<file path="config.mk">
export PLATFORM = sky130hd
export DESIGN_NAME = apb_ucpd_tx_sched
export DESIGN_NICKNAME = d
export VERILOG_FILES = /design/src/rtl/apb_ucpd_pkg.sv /design/src/rtl/apb_ucpd_gap_timer.sv /design/src/rtl/apb_ucpd_tx_sched.sv
export SDC_FILE = /design/constraint.sdc
export NUM_CORES = 1
export LEC_CHECK = 0
export ABC_AREA = 1
export ABC_CLOCK_PERIOD_IN_PS = 1800
export CAP_MARGIN = 20
export CORE_MARGIN = 1
export CORE_UTILIZATION = 43
export DETAILED_ROUTE_END_ITERATION = 10
export DONT_BUFFER_PORTS = 1
export PLACE_DENSITY = 0.63
export SETUP_SLACK_MARGIN = 0.5
export SLEW_MARGIN = 40
export SYNTH_ARGS = -nofsm -noshare
export SYNTH_HDL_FRONTEND = slang
export SYNTH_SLANG_ARGS = --single-unit
</file>
<file path="constraint.sdc">
create_clock -name ic_clk -period 1.8 [get_ports ic_clk]
set_input_delay 0.54 -clock ic_clk [delete_from_list [all_inputs] [get_ports ic_clk]]
set_output_delay 0.54 -clock ic_clk [all_outputs]
set_load 0.01 [all_outputs]
</file>
<file path="src/rtl/apb_ucpd_pkg.sv">
// Shared UCPD definitions: scheduler states, frame-kind and TXMODE codes.
// Used by the transmit scheduler and the receive-side helpers.
package apb_ucpd_pkg;

   typedef enum logic [2:0] {
      S_IDLE   = 3'd0,
      S_GAP    = 3'd1,
      S_ARB    = 3'd2,
      S_START  = 3'd3,
      S_ACTIVE = 3'd4
   } sched_state_t;

   localparam logic [1:0] TX_KIND_MSG  = 2'd0;
   localparam logic [1:0] TX_KIND_HRST = 2'd1;
   localparam logic [1:0] TX_KIND_CRST = 2'd2;
   localparam logic [1:0] TX_KIND_BIST = 2'd3;

   localparam logic [1:0] TX_MODE_MSG  = 2'd0;
   localparam logic [1:0] TX_MODE_CRST = 2'd1;
   localparam logic [1:0] TX_MODE_BIST = 2'd2;
   localparam logic [1:0] TX_MODE_RSVD = 2'd3;

   // Scheduler control flags, cleared as a unit by reset or ucpden low.
   typedef struct packed {
      logic       msg_pend;
      logic       hrst_pend;
      logic       abort;
      logic       und;
      logic [1:0] kind;
      logic [1:0] tx_kind;
   } tx_ctl_t;

   function automatic logic [1:0] mode_to_kind(input logic [1:0] mode);
      case (mode)
         TX_MODE_CRST: return TX_KIND_CRST;
         TX_MODE_BIST: return TX_KIND_BIST;
         TX_MODE_MSG,
         TX_MODE_RSVD: return TX_KIND_MSG;
         default:      return TX_KIND_MSG;
      endcase
   endfunction

endpackage

</file>
<file path="src/rtl/apb_ucpd_gap_timer.sv">
// Loadable down-counter that saturates at zero and flags when it is empty.
// Shared between the transmit scheduler and the receive side.
module apb_ucpd_gap_timer #(
   parameter int W = 8
) (
   input  logic         ic_clk,
   input  logic         ic_rst_n,
   input  logic         clr,
   input  logic         load,
   input  logic [W-1:0] load_val,
   output logic         zero
);

   logic [W-1:0] cnt;

   // NOTE: sequential state uses non-blocking assignments so every flop samples pre-edge values.
   always_ff @(posedge ic_clk or negedge ic_rst_n) begin
      if (!ic_rst_n)         cnt <= '0;
      else if (clr)          cnt <= '0;
      else if (load)         cnt <= load_val;
      else if (cnt != '0)    cnt <= cnt - 1'b1;
   end

   assign zero = (cnt == '0);

endmodule

</file>
<file path="src/rtl/apb_ucpd_tx_sched.sv">
// UCPD transmit scheduler: latches TXSEND/TXHRST, enforces the inter-frame gap and
// issues one start per frame. Optional macro UCPD_TX_RETRY_EN retries busy-line messages.
module apb_ucpd_tx_sched
   import apb_ucpd_pkg::*;
#(
   parameter int IFRGAP_CYC = 16,
   parameter int GAP_W      = 8
`ifdef UCPD_TX_RETRY_EN
   ,
   parameter int RETRY_MAX  = 3
`endif
) (
   input  logic       ic_clk,
   input  logic       ic_rst_n,
   input  logic       ucpden,
   input  logic       txsend_req,
   input  logic       txhrst_req,
   input  logic [1:0] tx_mode,
   input  logic       rx_busy,
   input  logic       bit_clk_red,
   input  logic       tx_frame_done,
   input  logic       tx_und,
   output logic       tx_start,
   output logic [1:0] tx_kind,
   output logic       tx_abort,
   output logic       msg_sent,
   output logic       msg_disc,
   output logic       msg_abt,
   output logic       hrst_sent,
   output logic       hrst_disc,
   output logic       sched_busy
);

   sched_state_t state_q, state_d;
   tx_ctl_t      q, d;
   logic         msg_clr, hrst_clr, gap_load, gap_zero, in_abort;
   logic         start_c, sent_c, disc_c, abt_c, hsent_c, hdisc_c;

`ifdef UCPD_TX_RETRY_EN
   localparam int RW = (RETRY_MAX < 1) ? 1 : $clog2(RETRY_MAX + 1);
   logic [RW-1:0] retry_q;
   logic          retry_inc, retry_clr;
`endif

   apb_ucpd_gap_timer #(.W(GAP_W)) u_gap_timer (
      .ic_clk   (ic_clk),
      .ic_rst_n (ic_rst_n),
      .clr      (!ucpden),
      .load     (gap_load),
      .load_val (GAP_W'(IFRGAP_CYC)),
      .zero     (gap_zero)
   );

   // NOTE: every signal gets a default before the case so no path can infer a latch.
   always_comb begin
      state_d   = state_q;
      d         = q;
      msg_clr   = 1'b0;
      hrst_clr  = 1'b0;
      gap_load  = 1'b0;
      in_abort  = 1'b0;
      start_c   = 1'b0;
      sent_c    = 1'b0;
      disc_c    = 1'b0;
      abt_c     = 1'b0;
      hsent_c   = 1'b0;
      hdisc_c   = 1'b0;
`ifdef UCPD_TX_RETRY_EN
      retry_inc = 1'b0;
`endif
      case (state_q)
         S_IDLE:
            if (q.msg_pend || q.hrst_pend) state_d = gap_zero ? S_ARB : S_GAP;
         S_GAP:
            if (gap_zero) state_d = S_ARB;
         S_ARB: begin
            if (q.hrst_pend && rx_busy) begin
               hdisc_c  = 1'b1;
               hrst_clr = 1'b1;
               state_d  = S_IDLE;
            end else if (q.hrst_pend) begin
               d.tx_kind = TX_KIND_HRST;
               state_d   = S_START;
            end else if (q.msg_pend && rx_busy) begin
`ifdef UCPD_TX_RETRY_EN
               if (retry_q == RW'(RETRY_MAX)) begin
                  disc_c  = 1'b1;
                  msg_clr = 1'b1;
                  state_d = S_IDLE;
               end else begin
                  retry_inc = 1'b1;
                  gap_load  = 1'b1;
                  state_d   = S_GAP;
               end
`else
               disc_c  = 1'b1;
               msg_clr = 1'b1;
               state_d = S_IDLE;
`endif
            end else if (q.msg_pend) begin
               // Message flag drops at grant so a TXSEND during the frame queues the next one.
               d.tx_kind = q.kind;
               msg_clr   = 1'b1;
               state_d   = S_START;
            end else begin
               state_d = S_IDLE;
            end
         end
         S_START:
            if (bit_clk_red) begin
               start_c = 1'b1;
               state_d = S_ACTIVE;
            end
         S_ACTIVE: begin
            in_abort = (q.tx_kind != TX_KIND_HRST) && q.hrst_pend;
            if (tx_frame_done) begin
               if (q.tx_kind == TX_KIND_HRST) begin
                  hsent_c  = 1'b1;
                  hrst_clr = 1'b1;
               end else if (q.abort || q.und || tx_und || in_abort) begin
                  abt_c = 1'b1;
               end else begin
                  sent_c = 1'b1;
               end
               gap_load = 1'b1;
               state_d  = S_IDLE;
            end
         end
         default: state_d = S_IDLE;
      endcase

      // A request seen while its own flag is still set is dropped.
      if (msg_clr)                       d.msg_pend  = 1'b0;
      else if (txsend_req)               d.msg_pend  = 1'b1;
      if (txsend_req && !q.msg_pend)     d.kind      = mode_to_kind(tx_mode);
      if (hrst_clr)                      d.hrst_pend = 1'b0;
      else if (txhrst_req)               d.hrst_pend = 1'b1;

      if (start_c) begin
         d.abort = 1'b0;
         d.und   = 1'b0;
      end else if (state_q == S_ACTIVE) begin
         if (in_abort) d.abort = 1'b1;
         if (tx_und)   d.und   = 1'b1;
      end
   end

   always_ff @(posedge ic_clk or negedge ic_rst_n) begin
      if (!ic_rst_n) begin
         state_q <= S_IDLE;
         q       <= '0;
      end else if (!ucpden) begin
         state_q <= S_IDLE;
         q       <= '0;
      end else begin
         state_q <= state_d;
         q       <= d;
      end
   end

`ifdef UCPD_TX_RETRY_EN
   assign retry_clr = sent_c | disc_c | abt_c;

   always_ff @(posedge ic_clk or negedge ic_rst_n) begin
      if (!ic_rst_n)               retry_q <= '0;
      else if (!ucpden || retry_clr) retry_q <= '0;
      else if (retry_inc)          retry_q <= retry_q + 1'b1;
   end
`endif

   assign tx_start   = ucpden & start_c;
   assign tx_kind    = ucpden ? q.tx_kind : TX_KIND_MSG;
   assign tx_abort   = ucpden & in_abort;
   assign msg_sent   = ucpden & sent_c;
   assign msg_disc   = ucpden & disc_c;
   assign msg_abt    = ucpden & abt_c;
   assign hrst_sent  = ucpden & hsent_c;
   assign hrst_disc  = ucpden & hdisc_c;
   assign sched_busy = ucpden & (state_q != S_IDLE);

endmodule
</file>
==> results.yml <==
routing:
  wl_mm: 3.222
  drc_errors: 0
  vias: 1190
  viasPerCell: 5.385
  drtAntennaViolNets: 0
  drt-wirelength-per-cell_um: 14.58
  drtPass1Iterations: 4
  drt_iter0_markers: 33
grt:
  overflow: 0
  grt_max_degree: 20
  track_usage_pct: 22.15
  antenna_found_initial: 0
  grt_pass1_vias: 1216
  grt_first_pass_wirelength_mm: 5.382
sta:
  maxSlewViolCount: 0
  max_slew_margin_pct: 69.96
  fin_worst_skew_ns: 0.005741
  finalHoldViolCount: 0
  finalCritPeriodShare_pct: 109.0
  clock.fmax_ghz: 0.5095
  whs_ns: 0.1678
  max_slew.worst_pin.slew_ns: 0.4506
  setup_viol: 7
  rsz0062_at_grt: "true"
  final.setup.worst_slack_ns: -0.1628
  post-route-min-period_ns: 1.963
finish:
  antenna_cells: 0
  drive_gt1_share_pct: 46.32
  syn2layout_area_growth_pct: 41.49
  nets: 204
  final_util_pct: 63.52
  fin_area_um2: 1737
  final_cells: 221
  num-fill-cells: 231
synthesis:
  postSynthAreaPerCell_um2: 7.394
  synth_top_area_share_pct: 38.74
  synth_commonest_cells: "inv_1, nand2_1, dfrtp_1"
  yosys.area.top_type: "dfrtp_1"
  synth_nets: 179
  synth_area_um2: 1227
  ys_ff_latch: 19
  synth-seq-area-share_pct: 38.74
  yosys_warnings: 0
  yosysUniqueCellTypes: 27
  synthCells: 166
  async_flop_share_pct: 100.0
  synth-edff-count: 0
  synthFlopType: "dfrtp_1"
  synthTopCellsByArea: "dfrtp_1, inv_1, nand2_1"
setup_path:
  worst-r2r-setup-slack_ns: 0.39
  cp.arrival_ns: 1.42
  crit_fanout: 3
  path_buf_inv: 0
  r2r-end: "u_gap_timer.cnt[6]"
  reg2reg_depth: 8
  path_class: "register to primary output"
  critical_path.startpoint_type: "register"
  cp_top_family: "simple AND/OR/NAND/NOR gates"
  cp.required_ns: 1.26
  endpoint_kind: "primary output"
  slowest_delay_ns: 0.41
  crit_slowest_cell: "dfrtp_1"
  rr_startpoint: "state_q[0]"
  path_cells: "nor2_2 -> nand2_4 -> nor2_4 -> nand3_4 -> nor2b_4"
floorplan:
  pin_count: 21
  die_h_um: 55.43
  die_w_um: 55.43
  die-area_um2: 3072
  start_util_pct: 44.90
  core_area_um2: 2734
  rows: 19
clock_tree:
  clk_path_buf_depth: 2
  root_buffer: "clkbuf_4"
  cts.sinks: 19
  cts_tree: "built"
  htree_levels: 1
  clk_latency_ns: 0.30
  path_clk_slew_ns: 0.12
  numCtsBuffers: 3
placement:
  placedCellCount: 197
  hpwlAfterDp_mm: 2.137
  port_buffers: 0
  placed_cell_area_um2: 1363
  gp_congestion: 0.9365
min_path:
  hp-class: "input port to asynchronous set/reset pin"
status:
  status: "finished, violations left"
  violations: "setup timing"
job:
  drv_cap: 0
pwr:
  p_per_area_nw_per_um2: 1325
  p_leak_nw: 0.8046
  peakVddDrop_uv: 1004
[metal layers]
layer / share of wire, % / wire length, um / up-vias / track usage, %
met5: 0 / 0 / - / 0
met4: 1.4 / 45 / 0 / 9.286
met3: 3.6 / 116 / 7 / 3.747
met2: 55 / 1760 / 24 / 40.10
met1: 40 / 1300 / 579 / 25.56
li1: - / - / 580 / -
[per-stage QoR]
stage	setup slack (ns)	power [mW]	TNS (ns)
after CTS	-0.1704	2.137	-0.8596
after floorplan	0.1747	1.462	0
after detailed placement	0.1107	1.663	0
after global routing	-0.2308	2.474	-1.120
after global placement	0.1323	1.628	0
final	-0.1628	2.301	-0.6638
[cell usage in the layout (no fill, tap or decap), types with 2 or more instances in the layout]
cell type / instances
a21oi_2: 3
nand2_2: 6
buf_6: 11
nor2_2: 7
nor3_1: 2
nor2_4: 10
inv_2: 8
clkbuf_4: 3
o21ai_0: 4
nor3_4: 4
buf_4: 11
a21oi_1: 3
nand4_1: 2
inv_4: 2
nand3_4: 2
o21ai_1: 3
nand2_4: 3
nor2_1: 6
inv_6: 2
nor4_4: 2
nand3_1: 16
dfrtp_1: 18
nand2_1: 23
inv_1: 18
nor3_2: 5
[flip-flops by register name, indices dropped and copies added, names as in the netlist]
signal,count
q,8
state_q,3
u_gap_timer.cnt,8
[where the power goes]
| group | internal (mW) | switching (mW) | leakage, nW |
|---|---|---|---|
| combinational | 0.592 | 0.842 | 0.538 |
| clock | 0.0864 | 0.140 | 0.0150 |
| sequential | 0.540 | 0.101 | 0.252 |
| total | 1.22 | 1.08 | 0.805 |
[layout make-up]
class	count	area, um2	share of cell area [%]
repair buffers	23	211.5	12.18
clock buffers	4	26.28	1.513
multi-input cells	113	848.3	48.85
flip-flops and latches	19	476.7	27.45
well taps	31	38.79	2.233
inverters	31	135.1	7.781
[cell families after synthesis]
logic type	Yosys count	share of synthesized area (%)
and+or+nand+nor	92	38.74
buffers and inverters	34	11.31
DFF	19	38.74
AOI/OAI and AO/OA	17	7.748
xor gates and xnor gates	2	1.427
adders and majority gates	2	2.038
[how the worst max path moves through the flow]
stage,start,end,slack [ns],cells after the start
after floorplan,state_q[1],hrst_sent,0.17,5
after global placement,state_q[0],hrst_sent,0.13,5
after detailed placement,state_q[0],hrst_sent,0.11,5
after CTS,q[0],msg_sent,-0.17,5
after global routing,state_q[0],msg_sent,-0.23,5
final,state_q[0],msg_sent,-0.16,5
[timing repair]
action	CTS	global route
gates cloned	0	0
hold endpoints to repair	19	0
pin swaps	14	12
resized for setup	29	29
hold buffers	1	0
setup buffers	16	3
endpoints found under the setup margin	23	25
No activity file was read; power rests on OpenSTA's default activity.
